$ cat src/rtl/turf_keys_pkg.sv
// Shared constants and types for the PS/2 key decoder: scan codes, key codes,
// FSM state encodings and the scan-code-to-key mapping.
package turf_keys_pkg;

  localparam logic [7:0] SC_E0    = 8'hE0;
  localparam logic [7:0] SC_F0    = 8'hF0;
  localparam logic [7:0] SC_W     = 8'h1D;
  localparam logic [7:0] SC_S     = 8'h1B;
  localparam logic [7:0] SC_A     = 8'h1C;
  localparam logic [7:0] SC_D     = 8'h23;
  localparam logic [7:0] SC_I     = 8'h43;
  localparam logic [7:0] SC_K     = 8'h42;
  localparam logic [7:0] SC_J     = 8'h3B;
  localparam logic [7:0] SC_L     = 8'h4B;
  localparam logic [7:0] SC_UP    = 8'h75;
  localparam logic [7:0] SC_DOWN  = 8'h72;
  localparam logic [7:0] SC_LEFT  = 8'h6B;
  localparam logic [7:0] SC_RIGHT = 8'h74;
  localparam logic [7:0] SC_KP8   = 8'h75;
  localparam logic [7:0] SC_KP5   = 8'h73;
  localparam logic [7:0] SC_KP4   = 8'h6B;
  localparam logic [7:0] SC_KP6   = 8'h74;
  localparam logic [7:0] SC_SPACE = 8'h29;

  localparam logic [4:0] KEY_IDLE       = 5'd31;
  localparam logic [4:0] KEY_RESET_GAME = 5'd16;

  localparam logic [1:0] DIR_UP    = 2'd0;
  localparam logic [1:0] DIR_DOWN  = 2'd1;
  localparam logic [1:0] DIR_LEFT  = 2'd2;
  localparam logic [1:0] DIR_RIGHT = 2'd3;

  typedef enum logic [1:0] {IDLE, DATA, PARITY, STOP} frame_state_t;
  typedef enum logic [1:0] {NORM, EXT, BRK, EXT_BRK} pfx_state_t;

  typedef struct packed {
    logic       hit;
    logic [4:0] code;
  } key_map_t;

  function automatic logic [4:0] key_code(input logic [1:0] player, input logic [1:0] dir);
    return {1'b0, player, dir};
  endfunction

  // Extended (E0) codes only map the arrow cluster; everything else is ignored.
  function automatic key_map_t map_key(input logic ext, input logic [7:0] sc);
    key_map_t r;
    r.hit  = 1'b1;
    r.code = KEY_IDLE;
    if (ext) begin
      case (sc)
        SC_UP:    r.code = key_code(2'd1, DIR_UP);
        SC_DOWN:  r.code = key_code(2'd1, DIR_DOWN);
        SC_LEFT:  r.code = key_code(2'd1, DIR_LEFT);
        SC_RIGHT: r.code = key_code(2'd1, DIR_RIGHT);
        default:  r.hit  = 1'b0;
      endcase
    end else begin
      case (sc)
        SC_W:     r.code = key_code(2'd0, DIR_UP);
        SC_S:     r.code = key_code(2'd0, DIR_DOWN);
        SC_A:     r.code = key_code(2'd0, DIR_LEFT);
        SC_D:     r.code = key_code(2'd0, DIR_RIGHT);
        SC_I:     r.code = key_code(2'd2, DIR_UP);
        SC_K:     r.code = key_code(2'd2, DIR_DOWN);
        SC_J:     r.code = key_code(2'd2, DIR_LEFT);
        SC_L:     r.code = key_code(2'd2, DIR_RIGHT);
        SC_KP8:   r.code = key_code(2'd3, DIR_UP);
        SC_KP5:   r.code = key_code(2'd3, DIR_DOWN);
        SC_KP4:   r.code = key_code(2'd3, DIR_LEFT);
        SC_KP6:   r.code = key_code(2'd3, DIR_RIGHT);
        SC_SPACE: r.code = KEY_RESET_GAME;
        default:  r.hit  = 1'b0;
      endcase
    end
    return r;
  endfunction

endpackage

$ cat src/rtl/ps2_key_decoder_if.sv
// PS/2 line inputs and decoded key outputs of the key decoder.
interface ps2_key_decoder_if;
  logic       PS2_CLK;
  logic       PS2_DAT;
  logic [4:0] KEY_PRESSED;
  logic       key_strobe;
  logic       frame_err;

  modport master (output PS2_CLK, PS2_DAT, input KEY_PRESSED, key_strobe, frame_err);
  modport slave  (input PS2_CLK, PS2_DAT, output KEY_PRESSED, key_strobe, frame_err);
endinterface

$ cat src/rtl/ps2_rx_frame.sv
// PS/2 frame receiver: line synchronizers, falling-edge detect, 11-bit frame FSM
// with odd-parity and stop checks, and an idle timeout that aborts stalled frames.
module ps2_rx_frame
  import turf_keys_pkg::*;
#(
  parameter int SYNC_STAGES = 2,
  parameter int TIMEOUT_CYC = 10000
) (
  input  logic       clk,
  input  logic       rst,
  input  logic       ps2_clk,
  input  logic       ps2_dat,
  output logic [7:0] rx_byte,
  output logic       byte_valid,
  output logic       frame_err
);

  localparam int TW = $clog2(TIMEOUT_CYC + 1);

  logic [SYNC_STAGES-1:0] clk_sync, dat_sync;
  logic                   clk_prev;
  logic                   clk_s, dat_s, fall, clk_edge, timeout;
  logic [TW-1:0]          timer_q;
  logic [2:0]             cnt_q;
  logic                   par_ok_q;
  logic                   valid_d, err_d;
  frame_state_t           state_q, state_d;

  // Lines idle high, so the chains reset high to avoid a false edge after reset.
  always_ff @(posedge clk or posedge rst) begin
    if (rst) begin
      clk_sync <= '1;
      dat_sync <= '1;
      clk_prev <= 1'b1;
    end else begin
      clk_sync <= {clk_sync[SYNC_STAGES-2:0], ps2_clk};
      dat_sync <= {dat_sync[SYNC_STAGES-2:0], ps2_dat};
      clk_prev <= clk_s;
    end
  end

  assign clk_s    = clk_sync[SYNC_STAGES-1];
  assign dat_s    = dat_sync[SYNC_STAGES-1];
  assign fall     = clk_prev & ~clk_s;
  assign clk_edge = clk_prev ^ clk_s;
  assign timeout  = (state_q != IDLE) && (timer_q == TW'(TIMEOUT_CYC)) && !clk_edge;

  always_ff @(posedge clk or posedge rst) begin
    if (rst) begin
      state_q <= IDLE;
    end else begin
      state_q <= state_d;
    end
  end

  always_comb begin
    state_d = state_q;
    if (timeout) begin
      state_d = IDLE;
    end else if (fall) begin
      case (state_q)
        IDLE:    if (!dat_s) state_d = DATA;
        DATA:    if (cnt_q == 3'd7) state_d = PARITY;
        PARITY:  state_d = STOP;
        STOP:    state_d = IDLE;
        default: state_d = IDLE;
      endcase
    end
  end

  always_comb begin
    valid_d = 1'b0;
    err_d   = timeout;
    if (fall && !timeout) begin
      case (state_q)
        IDLE: err_d = dat_s;
        STOP: begin
          valid_d = dat_s & par_ok_q;
          err_d   = ~(dat_s & par_ok_q);
        end
        default: ;
      endcase
    end
  end

  always_ff @(posedge clk or posedge rst) begin
    if (rst) begin
      timer_q    <= '0;
      cnt_q      <= '0;
      par_ok_q   <= 1'b0;
      byte_valid <= 1'b0;
      frame_err  <= 1'b0;
    end else begin
      if (state_q == IDLE || clk_edge) begin
        timer_q <= '0;
      end else if (timer_q != TW'(TIMEOUT_CYC)) begin
        timer_q <= timer_q + TW'(1);
      end
      if (state_q == IDLE) begin
        cnt_q <= '0;
      end else if (state_q == DATA && fall) begin
        cnt_q <= cnt_q + 3'd1;
      end
      if (state_q == PARITY && fall) begin
        par_ok_q <= (^rx_byte) ^ dat_s;
      end
      byte_valid <= valid_d;
      frame_err  <= err_d;
    end
  end

  // LSB arrives first, so bits enter at the top and shift down.
  always_ff @(posedge clk) begin
    if (state_q == DATA && fall) begin
      rx_byte <= {dat_s, rx_byte[7:1]};
    end
  end

endmodule

$ cat src/rtl/ps2_key_decoder.sv
// PS/2 set-2 keyboard front end: tracks E0/F0 prefixes and maps keys to KEY_PRESSED.
// Build option KEY_REPEAT_FILTER_EN suppresses key_strobe on typematic repeats.
module ps2_key_decoder
  import turf_keys_pkg::*;
#(
  parameter int         SYNC_STAGES = 2,
  parameter int         TIMEOUT_CYC = 10000,
  parameter logic [4:0] KEY_IDLE    = turf_keys_pkg::KEY_IDLE
) (
  input logic               CLOCK_50,
  input logic               reset,
  ps2_key_decoder_if.slave  bus
);

  logic [7:0] rx_byte;
  logic       byte_valid, rx_err;
  pfx_state_t pfx_q, pfx_d;
  logic       ext, brk, is_prefix, key_ev;
  key_map_t   km;
  logic [4:0] key_q;
  logic       strobe_q, err_q;

  ps2_rx_frame #(
    .SYNC_STAGES (SYNC_STAGES),
    .TIMEOUT_CYC (TIMEOUT_CYC)
  ) u_rx (
    .clk        (CLOCK_50),
    .rst        (reset),
    .ps2_clk    (bus.PS2_CLK),
    .ps2_dat    (bus.PS2_DAT),
    .rx_byte    (rx_byte),
    .byte_valid (byte_valid),
    .frame_err  (rx_err)
  );

  always_ff @(posedge CLOCK_50 or posedge reset) begin
    if (reset) begin
      pfx_q <= NORM;
    end else begin
      pfx_q <= pfx_d;
    end
  end

  always_comb begin
    pfx_d = pfx_q;
    if (rx_err) begin
      pfx_d = NORM;
    end else if (byte_valid) begin
      if (rx_byte == SC_E0 && pfx_q == NORM)      pfx_d = EXT;
      else if (rx_byte == SC_F0 && pfx_q == NORM) pfx_d = BRK;
      else if (rx_byte == SC_F0 && pfx_q == EXT)  pfx_d = EXT_BRK;
      else                                        pfx_d = NORM;
    end
  end

  always_comb begin
    ext       = (pfx_q == EXT) || (pfx_q == EXT_BRK);
    brk       = (pfx_q == BRK) || (pfx_q == EXT_BRK);
    is_prefix = ((rx_byte == SC_E0) && (pfx_q == NORM)) ||
                ((rx_byte == SC_F0) && (pfx_q == NORM || pfx_q == EXT));
    key_ev    = byte_valid && !is_prefix;
  end

  assign km = map_key(ext, rx_byte);

  // Output stage: one cycle after byte_valid, aligned with frame_err.
  always_ff @(posedge CLOCK_50 or posedge reset) begin
    if (reset) begin
      key_q    <= KEY_IDLE;
      strobe_q <= 1'b0;
      err_q    <= 1'b0;
    end else begin
      strobe_q <= 1'b0;
      err_q    <= rx_err;
      if (key_ev && km.hit) begin
        if (brk) begin
          if (km.code == key_q) key_q <= KEY_IDLE;
        end
`ifdef KEY_REPEAT_FILTER_EN
        else if (km.code != key_q) begin
          key_q    <= km.code;
          strobe_q <= 1'b1;
        end
`else
        else begin
          key_q    <= km.code;
          strobe_q <= 1'b1;
        end
`endif
      end
    end
  end

  assign bus.KEY_PRESSED = key_q;
  assign bus.key_strobe  = strobe_q;
  assign bus.frame_err   = err_q;

endmodule

$ cat src/flat_wrapper.sv
// flat-port wrapper written by rule: the top's interface ports become plain ports
module ps2_key_decoder_flat import turf_keys_pkg::*;
#(
  parameter int         SYNC_STAGES = 2,
  parameter int         TIMEOUT_CYC = 10000,
  parameter logic [4:0] KEY_IDLE    = turf_keys_pkg::KEY_IDLE
)
  (CLOCK_50, reset, bus_PS2_CLK, bus_PS2_DAT, bus_KEY_PRESSED, bus_key_strobe, bus_frame_err);
  ps2_key_decoder_if bus_i ();
  input logic CLOCK_50;
  input logic reset;
  input wire logic [$bits(bus_i.PS2_CLK)-1:0] bus_PS2_CLK;
  input wire logic [$bits(bus_i.PS2_DAT)-1:0] bus_PS2_DAT;
  output wire logic [$bits(bus_i.KEY_PRESSED)-1:0] bus_KEY_PRESSED;
  output wire logic [$bits(bus_i.key_strobe)-1:0] bus_key_strobe;
  output wire logic [$bits(bus_i.frame_err)-1:0] bus_frame_err;
  assign bus_i.PS2_CLK = bus_PS2_CLK;
  assign bus_i.PS2_DAT = bus_PS2_DAT;
  assign bus_KEY_PRESSED = bus_i.KEY_PRESSED;
  assign bus_key_strobe = bus_i.key_strobe;
  assign bus_frame_err = bus_i.frame_err;
  ps2_key_decoder #(.SYNC_STAGES(SYNC_STAGES), .TIMEOUT_CYC(TIMEOUT_CYC), .KEY_IDLE(KEY_IDLE)) u_core (.CLOCK_50(CLOCK_50), .reset(reset), .bus(bus_i));
endmodule
$ cat config.mk
export PLATFORM = sky130hd
export DESIGN_NAME = ps2_key_decoder_flat
export DESIGN_NICKNAME = d
export VERILOG_FILES = /design/src/rtl/turf_keys_pkg.sv /design/src/rtl/ps2_key_decoder_if.sv /design/src/rtl/ps2_rx_frame.sv /design/src/rtl/ps2_key_decoder.sv /design/src/flat_wrapper.sv
export SDC_FILE = /design/constraint.sdc
export NUM_CORES = 1
export LEC_CHECK = 0
export ABC_AREA = 1
export BUFFER_PORTS_ARGS = -buffer_cell sky130_fd_sc_hd__buf_2
export CORE_MARGIN = 1
export CORE_UTILIZATION = 55
export CTS_BUF_LIST = sky130_fd_sc_hd__clkbuf_8
export DETAILED_ROUTE_END_ITERATION = 10
export GPL_TIMING_DRIVEN = 0
export PLACE_DENSITY_LB_ADDON = 0.2
export SKIP_LAST_GASP = 1
export SYNTH_ARGS = -nofsm -noshare
export SYNTH_HDL_FRONTEND = slang
export SYNTH_HIERARCHICAL = 1
export SYNTH_SLANG_ARGS = --single-unit
$ cat constraint.sdc
create_clock -name CLOCK_50 -period 2 [get_ports CLOCK_50]
set_input_delay 0.4 -clock CLOCK_50 [delete_from_list [all_inputs] [get_ports CLOCK_50]]
set_output_delay 0.4 -clock CLOCK_50 [all_outputs]
set_load 0.1 [all_outputs]
==> run metrics <==
Worst-Skew Late Latency=0.30 ns; post-DP HPWL=3830 um; CTS sink count=44; reg2reg path depth=13; Fillers=401; Post-Place Cell Area=between 0.002 and 0.003 mm2; design area=0.00324 mm2; Synthesized Nets=approximately 390; critical path, cell by cell=nand2_2, nor2_4, nand2_1, nand2_2, nor3_1, nand2_2, nand2_1, nand2_1, nand2_1, nand3_2, o21bai_4, nand2_1, nand2_1; Synthesis Warnings=6; CTS buffer count=5; final setup fails=0; slowest CP cell=edfxtp_1; Yosys cell types=32; crit path capture=u_core/bus.KEY_PRESSED[1]$_DFFE_PP1P_; reg2reg end=u_core/bus.KEY_PRESSED[1]$_DFFE_PP1P_; final cycle utilization of the critical path=99.5%; Via-to-Cell Ratio=roughly 5.0; # rows=25; Cell Area, Synth=0.00277 mm2; initial antenna violation count=0; HP Class=input pin to async pin; Util after Layout=67.7%; Avg WL per Cell=11.4 um; nature of the critical path endpoint=flip-flop; Area Overhead vs Synth=17.2%; largest net degree at the start of global routing=28; Die W=72.9 um; crit-path max cell delay=around 0.49 ns; status=finished, final reports clean; Starting Density=between 50% and 60%; Clock Pin Slew Worst Setup and Hold Paths=approximately 0.09 ns; Setup Skew=0.00709 ns; final-report hold violation count=0; total number of vias=2358; Pwr Density=739 mW/mm2; IO Pins=11; Final Max Slew Viols=0; commonest non-fill, non-tap cell in the layout=nand2_1; Global Route Usage Sum=a little over a fifth; maximum fanout along the worst path=5; Worst Path Required=approximately 2.2 ns; Worst Max-Slew Pin Slew=1.00 ns; I/O Buffers=10; layout cell share with drive strength beyond 1=28.5%; GPL Wtd Cong=0.859; chip height=around 73 um; total wire length=5420 um; Cells after Synth=374; H-tree Lvls=2; Min Hold Slack=0.0461 ns; CTS tree=yes; Pre-antenna DRT Iters=4; largest cells by area after synthesis=dfrtp_1 (24%), nand2_1 (17%), dfstp_2 (9.5%); Critical Path AT=2.23 ns; critical path startpoint=u_core/u_rx/rx_byte[0]$_DFFE_PP_; grt ovf=0; reg2reg setup slack=0.01 ns; ant diodes=0; max-cap violations=0; kind of start point of the critical path=flip-flop; Synth Area per Inst=7.39 um2; Nets=419; number of synthesized register bits=44; TNS Setup=0 ns; die area=0.00532 mm2; core area=0.00479 mm2; relative slew slack=33.0%; drt drc=0; DRT antenna net count=0; Max VDD drop=0.649 mV; area share of the largest cell type after synthesis=23.5%; RSZ-0062 raised after global routing=yes; Min Clock Period, post-route=between 1.5 and 2 ns; LEAKAGE=approximately 0.0016 uW; part of the Yosys area used for sequential elements=41.7%; R2R Path Start=u_core/u_rx/rx_byte[0]$_DFFE_PP_; clock tree buffer depth=2; cell mode on critical path=nand2_1; cell taking the most area after synthesis=dfrtp_1; Setup CP Type=flip-flop to flip-flop; Clock Root Buffer=clkbuf_8; most frequent cells in the layout=nand2_1 (108), inv_1 (47), nor2_1 (32); Max Clk Rate=0.502 GHz; vias in the first global route=2049; initial DRC count=112; first-pass GRT wire length=between 8000 and 9000 um
==> flip-flops by register name, summed over array words and instances (netlist names) <==
register / flops
u_core/u_rx/timer_q: 14
u_core/u_rx/rx_byte: 8
u_core/bus.KEY_PRESSED: 5
u_core/u_rx/cnt_q: 3
u_core/pfx_q: 2
u_core/u_rx/clk_sync: 2
u_core/u_rx/dat_sync: 2
u_core/u_rx/state_q: 2
u_core/bus.frame_err: 1
u_core/bus.key_strobe: 1
u_core/u_rx/byte_valid: 1
u_core/u_rx/clk_prev: 1
u_core/u_rx/frame_err: 1
u_core/u_rx/par_ok_q: 1
==> final cells by class <==
class	count	area (um2)	share of cell area, %
Timing Repair Buffer	25	166	5.13
Buffer	1	5.00	0.154
Multi-Input combinational cell	273	1510	46.5
Inverter	56	210	6.48
Sequential cell	44	1150	35.6
Tap cell	67	83.8	2.59
Clock inverter	3	47.5	1.47
Clock buffer	5	68.8	2.12
==> how the worst min path moves through the flow <==
stage | start | end | slack [ns] | cells after the start
2_1_floorplan | reset | u_core/bus.frame_err$_DFF_PP0_ | 0.22 | 1
3_3_place_gp | u_core/u_rx/dat_sync[0]$_DFF_PP1_ | u_core/u_rx/dat_sync[1]$_DFF_PP1_ | 0.35 | 0
3_5_place_dp | u_core/u_rx/dat_sync[0]$_DFF_PP1_ | u_core/u_rx/dat_sync[1]$_DFF_PP1_ | 0.35 | 0
4_1_cts | reset | u_core/bus.frame_err$_DFF_PP0_ | 0.04 | 2
5_1_grt | reset | u_core/bus.key_strobe$_DFF_PP0_ | 0.06 | 2
6_report | reset | u_core/bus.key_strobe$_DFF_PP0_ | 0.05 | 2
==> layer usage <==
layer | global-route usage, % | routed length, um | up-vias
li1 | - | - | 1240
met1 | 27.7 | 2520 | 1087
met2 | 36.7 | 2690 | 23
met3 | 4.01 | 106 | 8
met4 | 9.80 | 98 | 0
met5 | 0 | 0 | -
==> cells in the mapped netlist (all sizes together) <==
| cell type | number |
|---|---|
| nor3 | 8 |
| inv | 56 |
| xnor2 | 1 |
| a221oi | 1 |
| nor2 | 49 |
| edfxtp | 8 |
| nand2 | 137 |
| o21ai | 8 |
| o21bai | 1 |
| a211oi | 1 |
| a21oi | 10 |
| dfrtp | 26 |
| or2 | 3 |
| ha | 9 |
| buf | 1 |
| nand4 | 7 |
| nand3 | 33 |
| nor4 | 1 |
| dfstp | 10 |
| nand3b | 1 |
| nor3b | 1 |
| xor2 | 2 |
==> critical path: cells and delay by family, from the launching register on <==
family	cells	cell delay [ns]
DFF	1	0.49
AOI/OAI and AO/OA	1	0.18
and+or+nand+nor	12	1.28
==> report_power, final <==
group	switching (uW)	total (uW)	internal (uW)	leakage (uW)
combinational	411	616	205	0.00103
sequential	79.4	1100	1020	0.000533
clock	307	683	376	0.0000583
==> cell families after synthesis <==
group | after synthesis | synth area share [%]
buffers and inverters | 57 | 7.78
flip-flops | 44 | 41.7
XOR/XNOR | 3 | 0.950
AO/OA/AOI/OAI | 21 | 4.53
adder cells (fa/ha/maj) | 9 | 4.07
AND/OR/NAND/NOR | 240 | 41.0
==> repair_timing <==
action	4_1_cts	5_1_grt
gates resized for setup	0	39
hold buffers	0	0
buffers inserted	7	8
pin swaps	0	14
endpoints found under the setup margin	5	5
cloned	0	0
==> per-stage QoR <==
step           instances  worst slack (ns)  total power (uW)
5_1_grt              474            -0.176              2560
4_1_cts              466           0.00531              2390
2_1_floorplan        374             0.233              1560
3_5_place_dp         451           -0.0268              1680
6_report             474           0.00984              2400
3_3_place_gp         451            0.0334              1670
No activity file was read; power rests on OpenSTA's default activity.
